### src/rtl/cpu_types_pkg.sv
`default_nettype none
// ============================================================================
// Module   : cpu_types_pkg
// Brief    : Shared CPU types; instruction-cache frame, address split, FSM states
// Revision : 1.0 - initial icache types
// ============================================================================
package cpu_types_pkg;

    localparam int ISETS      = 16;
    localparam int IIDX_W     = 4;
    localparam int ITAG_W     = 30 - IIDX_W;
    // Widest tag any legal SETS (>= 2) can need; narrower tags are zero-extended.
    localparam int ITAG_MAX_W = 29;

    typedef struct packed {
        logic                  valid;
        logic [ITAG_MAX_W-1:0] tag;
        logic [31:0]           data;
    } icache_frame_t;

    typedef struct packed {
        logic [ITAG_W-1:0] tag;
        logic [IIDX_W-1:0] idx;
        logic [1:0]        bytoff;
    } icachef_t;

    typedef enum logic [0:0] {
        IDLE  = 1'b0,
        FETCH = 1'b1
    } icache_state_t;

endpackage : cpu_types_pkg
`default_nettype wire

### src/rtl/icache_responder.sv
`default_nettype none
// ============================================================================
// Module   : icache_responder
// Brief    : Direct-mapped, one-word-block instruction cache with miss-fill FSM
// Revision : 1.0 - initial release
// ============================================================================
module icache_responder
    import cpu_types_pkg::*;
#(
    parameter int SETS  = 16,
    parameter int IDX_W = $clog2(SETS),
    parameter int TAG_W = 30 - IDX_W
) (
    input  logic        CLK,
    input  logic        nRST,
    input  logic        imemREN,
    input  logic [31:0] imemaddr,
    output logic        ihit,
    output logic [31:0] imemload,
    output logic        iREN,
    output logic [31:0] iaddr,
    input  logic        iwait,
    input  logic [31:0] iload,
    input  logic        flush
);

    icache_frame_t r_frames [SETS];
    icache_state_t r_state;
    icache_state_t w_next_state;
    logic [31:0]   r_miss_addr;

    logic [IDX_W-1:0] w_idx;
    logic [TAG_W-1:0] w_tag;
    logic [IDX_W-1:0] w_fill_idx;
    logic [TAG_W-1:0] w_fill_tag;
    icache_frame_t    w_frame;
    logic             w_tag_match;
    logic             w_miss_latch;
    logic             w_fill;
    logic             w_unused;

    assign w_idx       = imemaddr[IDX_W+1:2];
    assign w_tag       = imemaddr[31:IDX_W+2];
    assign w_fill_idx  = r_miss_addr[IDX_W+1:2];
    assign w_fill_tag  = r_miss_addr[31:IDX_W+2];
    assign w_frame     = r_frames[w_idx];
    assign w_tag_match = (w_frame.tag == ITAG_MAX_W'(w_tag));
    assign w_unused    = &{1'b0, imemaddr[1:0]};

    always_ff @(posedge CLK or negedge nRST) begin
        if (!nRST) begin
            r_state <= IDLE;
        end else begin
            r_state <= w_next_state;
        end
    end

    always_comb begin
        w_next_state = r_state;
        ihit         = 1'b0;
        imemload     = 32'h0;
        iREN         = 1'b0;
        iaddr        = 32'h0;
        w_miss_latch = 1'b0;
        w_fill       = 1'b0;
        case (r_state)
            IDLE: begin
                if (imemREN) begin
                    // A flush in this cycle makes every frame look invalid.
                    if (w_frame.valid && w_tag_match && !flush) begin
                        ihit     = 1'b1;
                        imemload = w_frame.data;
                    end else begin
                        w_miss_latch = 1'b1;
                        w_next_state = FETCH;
                    end
                end
            end
            FETCH: begin
                iREN  = 1'b1;
                iaddr = r_miss_addr;
                if (!iwait) begin
                    w_fill       = 1'b1;
                    w_next_state = IDLE;
                end
            end
            default: w_next_state = IDLE;
        endcase
    end

    always_ff @(posedge CLK or negedge nRST) begin
        if (!nRST) begin
            r_miss_addr <= 32'h0;
        end else if (w_miss_latch) begin
            r_miss_addr <= {imemaddr[31:2], 2'b00};
        end
    end

    // Fill is written after the flush clear so it wins for its own frame.
    always_ff @(posedge CLK or negedge nRST) begin
        if (!nRST) begin
            for (int i = 0; i < SETS; i++) begin
                r_frames[i] <= '0;
            end
        end else begin
            if (flush) begin
                for (int i = 0; i < SETS; i++) begin
                    r_frames[i].valid <= 1'b0;
                end
            end
            if (w_fill) begin
                r_frames[w_fill_idx].valid <= 1'b1;
                r_frames[w_fill_idx].tag   <= ITAG_MAX_W'(w_fill_tag);
                r_frames[w_fill_idx].data  <= iload;
            end
        end
    end

endmodule : icache_responder
`default_nettype wire

### config.mk
export PLATFORM = sky130hd
export DESIGN_NAME = icache_responder
export DESIGN_NICKNAME = d
export VERILOG_FILES = /design/src/rtl/cpu_types_pkg.sv /design/src/rtl/icache_responder.sv
export SDC_FILE = /design/constraint.sdc
export NUM_CORES = 2
export LEC_CHECK = 0
export BUFFER_PORTS_ARGS = -buffer_cell sky130_fd_sc_hd__buf_2
export CAP_MARGIN = 20
export CORE_ASPECT_RATIO = 0.8
export CORE_MARGIN = 5
export CORE_UTILIZATION = 65
export CTS_CLUSTER_SIZE = 20
export DETAILED_ROUTE_END_ITERATION = 10
export PLACE_DENSITY = 0.81
export SYNTH_ARGS = -nofsm -noshare
export SYNTH_HDL_FRONTEND = slang
export SYNTH_SLANG_ARGS = --single-unit
### constraint.sdc
create_clock -name CLK -period 10.7 [get_ports CLK]
set_clock_uncertainty 0.1 [all_clocks]
set_input_delay 2.14 -clock CLK [delete_from_list [all_inputs] [get_ports CLK]]
set_output_delay 2.14 -clock CLK [all_outputs]
set_load 0.1 [all_outputs]
==> impl_metrics.env <==
export IMPL_fin_ws_ns=1.43
export IMPL_finalMaxSlewViolations=0
export IMPL_drt_iter0_drc=2533
export IMPL_p_clk_share_pct=27.1
export IMPL_status="finished, final reports clean"
export IMPL_start_kind="primary input"
export IMPL_maxSlewHeadroom_pct=23.4
export IMPL_cts_buffer_depth=3
export IMPL_synth_area_um2=46600
export IMPL_ys_warn_count=0
export IMPL_crit_path_end_kind="primary output"
export IMPL_dieHeight_um=250
export IMPL_crit_buf_inv=4
export IMPL_cts_hold_buf=0
export IMPL_gp_congestion=0.895
export IMPL_r2r_end="r_miss_addr[31]$_DFFE_PN0P_"
export IMPL_slowest_delay_ns=0.70
export IMPL_drt_pass1_iterations=5
export IMPL_htree_levels=3
export IMPL_power_density_nw_per_um2=254
export IMPL_synth_mux_area_share_pct=37.5
export IMPL_min_period_over_period_pct=86.6
export IMPL_finalSetupTns_ns=0
export IMPL_wire_per_inst_um=28.4
export IMPL_clock_fmax_mhz=108
export IMPL_via_count=26400
export IMPL_grt_pass1_wl_um=176000
export IMPL_synth_simple_area_share_pct=2.97
export IMPL_die_x_um=309
export IMPL_clock_latency_ns=0.65
export IMPL_vias_per_cell=6.65
export IMPL_floorplan_initialDensity_pct=65.9
export IMPL_synth_seq_cells=1023
export IMPL_grt_pass1_vias=28500
export IMPL_place_area_um2=47800
export IMPL_overflow=0
export IMPL_drcViolationCount=0
export IMPL_whs_path_depth=1
export IMPL_worstHoldStart="r_frames[557]$_DFF_PN0_"
export IMPL_critPathRequiredTime_ns=8.46
export IMPL_worstSetupPathType="in -> out"
export IMPL_yosysTopAreaCellShare_pct=54.9
export IMPL_syn2layout_area_growth_pct=9.54
export IMPL_hold_viol=0
export IMPL_rsz0062_at_grt="false"
export IMPL_finish_instance_area_um2=51100
export IMPL_total_power_uw=13000
export IMPL_crit_arrival_ns=7.03
export IMPL_detailed_place_hpwl_um=63900
export IMPL_ys_flop_type="dfrtp_1"
export IMPL_p_switching_uw=3580
export IMPL_yosysSeqAreaShare_pct=54.9
export IMPL_grt_max_degree=180
export IMPL_crit_path_cell_trace="buf_8, buf_4, buf_4, mux4_2, a22oi_1, a21oi_1, nor3_1, and4_1, and4b_4, and2_1, buf_2"
export IMPL_reg2reg_slack_ns=6.38
export IMPL_maxCapViolations=0
export IMPL_critPathMaxFanout=59
export IMPL_synth_top_family_by_area="multiplexers"
export IMPL_p_comb_share_pct=24.6
export IMPL_crit_family="buffers and inverters"
export IMPL_period_minus_slack_ns=9.27
export IMPL_synth_xor_area_share_pct=0.394
export IMPL_synth_top_cells_by_area="dfrtp_1 55%, mux2_2 23%, mux4_2 13%"
export IMPL_yosysMostFrequentCell="dfrtp_1"
export IMPL_post_cts_buffers=0
export IMPL_final_nets=3018
export IMPL_cts_root_buf="clkbuf_16"
export IMPL_cts_num_sinks=1023
export IMPL_internal_power_uw=9410
export IMPL_worst_pin_slew_ns=1.15
export IMPL_cts_tree="yes"
export IMPL_yosysTopAreaCell="dfrtp_1"
export IMPL_vdd_drop_max_mv=0.163
export IMPL_syn_inst=2931
export IMPL_drt_total_wl_um=113000
export IMPL_dp_slack_ns=1.55
export IMPL_swShare_pct=27.6
export IMPL_row_count=87
export IMPL_cts_clk_slew_worst_paths_ns=0.06
export IMPL_antenna_found_initial=12
export IMPL_port_buffer_count=130
export IMPL_hold_path_class="reg -> reg"
export IMPL_finalSetupViolations=0
export IMPL_grtUsageTotal_pct=29.8
export IMPL_die_area_um2=77200
export IMPL_synth_cell_types=64
export IMPL_io_pins=135
export IMPL_ctsResizeCount=0
export IMPL_synth_edf_count=0
export IMPL_ant_nets=0
export IMPL_sequentialPowerShare_pct=48.3
export IMPL_cts_made_buffers=97
export IMPL_synth_compound_area_share_pct=1.47
export IMPL_reg2reg_depth=7
export IMPL_yosys_top_cells_count="1023 x dfrtp_1, 937 x mux2_2, 262 x mux4_2"
export IMPL_core_um2=70800
export IMPL_power_leakage_uw=0.0237
export IMPL_drive_above_1_share_pct=52.2
export IMPL_synth_adder_area_share_pct=0
export IMPL_crit_path_top_delay_cell="buf_4"
export IMPL_hold_end="r_frames[557]$_DFF_PN0_"
export IMPL_async_flop_share_pct=100
export IMPL_avgSynthCellArea_um2=15.9
export IMPL_crit_top_cell="buf_4"
## layout make-up
type                    instances  area [um2]
fillers                      4306       19700
multi-input cells            1630       19900
clock buffers                 136        2800
repair buffers                170        1080
diodes                         10        25.0
inverters                      27         104
clock inverters                40         453
flip-flops and latches       1023       25600
well taps                     934        1170
## kinds of logic after synthesis
group           Yosys count
mux                    1279
flops                  1023
buf+inv                 279
simple gates            238
compound gates           90
xor+xnor                 21
other cells               1
## power by group through the flow
stage | Clock, uW | Combinational (uW) | Sequential, uW
5_1_grt | 3740 | 3430 | 6420
3_3_place_gp | 0 | 3030 | 6100
6_report | 3520 | 3200 | 6270
4_1_cts | 3560 | 3210 | 6240
3_5_place_dp | 0 | 3190 | 6300
2_1_floorplan | 0 | 2630 | 5930
## placed cells by master (no fill, tap or decap), types with 5 or more instances in the layout
cell type / instances
dfrtp_1: 1023
mux2_2: 937
mux4_2: 262
buf_2: 125
clkbuf_16: 100
and2_1: 93
mux2i_1: 44
buf_4: 36
mux2_4: 30
nor2b_1: 27
clkinv_2: 26
inv_1: 25
nor2_1: 24
clkbuf_1: 20
xnor2_1: 16
clkbuf_8: 16
nor3_1: 15
nand2_1: 15
o21ai_0: 14
diode_2: 10
nand2_4: 10
a21oi_1: 9
bufinv_16: 9
nand2b_1: 7
a211oi_1: 7
a22oi_1: 7
o22ai_1: 6
nand3_1: 6
mux4_1: 6
a21o_1: 6
a311oi_1: 5
a31oi_1: 5
nor3b_1: 5
xor2_1: 5
nor4_1: 5
## per-stage QoR
step           std cells  utilization, %  hold slack, ns
3_5_place_dp        3782            67.5           0.364
3_3_place_gp        3782            67.5           0.353
5_1_grt             3966            72.2           0.397
4_1_cts             3958            72.1           0.377
6_report            3970            72.2           0.377
2_1_floorplan       2932               -           0.343
## how the worst max path moves through the flow
stage / depth (start not counted) / end / slack, ns / startpoint
finish: 11 / imemload[14] / 1.43 / imemaddr[3]
floorplan: 11 / imemload[11] / 3.18 / imemaddr[2]
CTS: 11 / imemload[14] / 1.54 / imemaddr[3]
global route: 12 / imemload[6] / 1.23 / imemaddr[3]
global placement: 11 / imemload[4] / 1.59 / imemaddr[3]
detailed placement: 11 / imemload[14] / 1.55 / imemaddr[3]
## worst register-to-register path: stages, from the launching register on
cell     delay [ns]
dfrtp_1        0.37
mux4_2         0.46
mux4_2         0.49
xnor2_1        0.60
nand4_1        0.25
nor3_1         0.62
a31o_4         0.87
mux2_2         0.44
## per-layer routing
metal / track usage [%] / wire (um) / vias up / share of wire (%)
met5: 0 / 24 / - / 0.021
met4: 8.98 / 3240 / 4 / 2.9
met3: 6.24 / 8350 / 237 / 7.4
met2: 46.8 / 54900 / 955 / 49
met1: 42.9 / 46300 / 14300 / 41
li1: - / - / 10900 / -
Note: power is estimated with default switching activity, not from simulation.
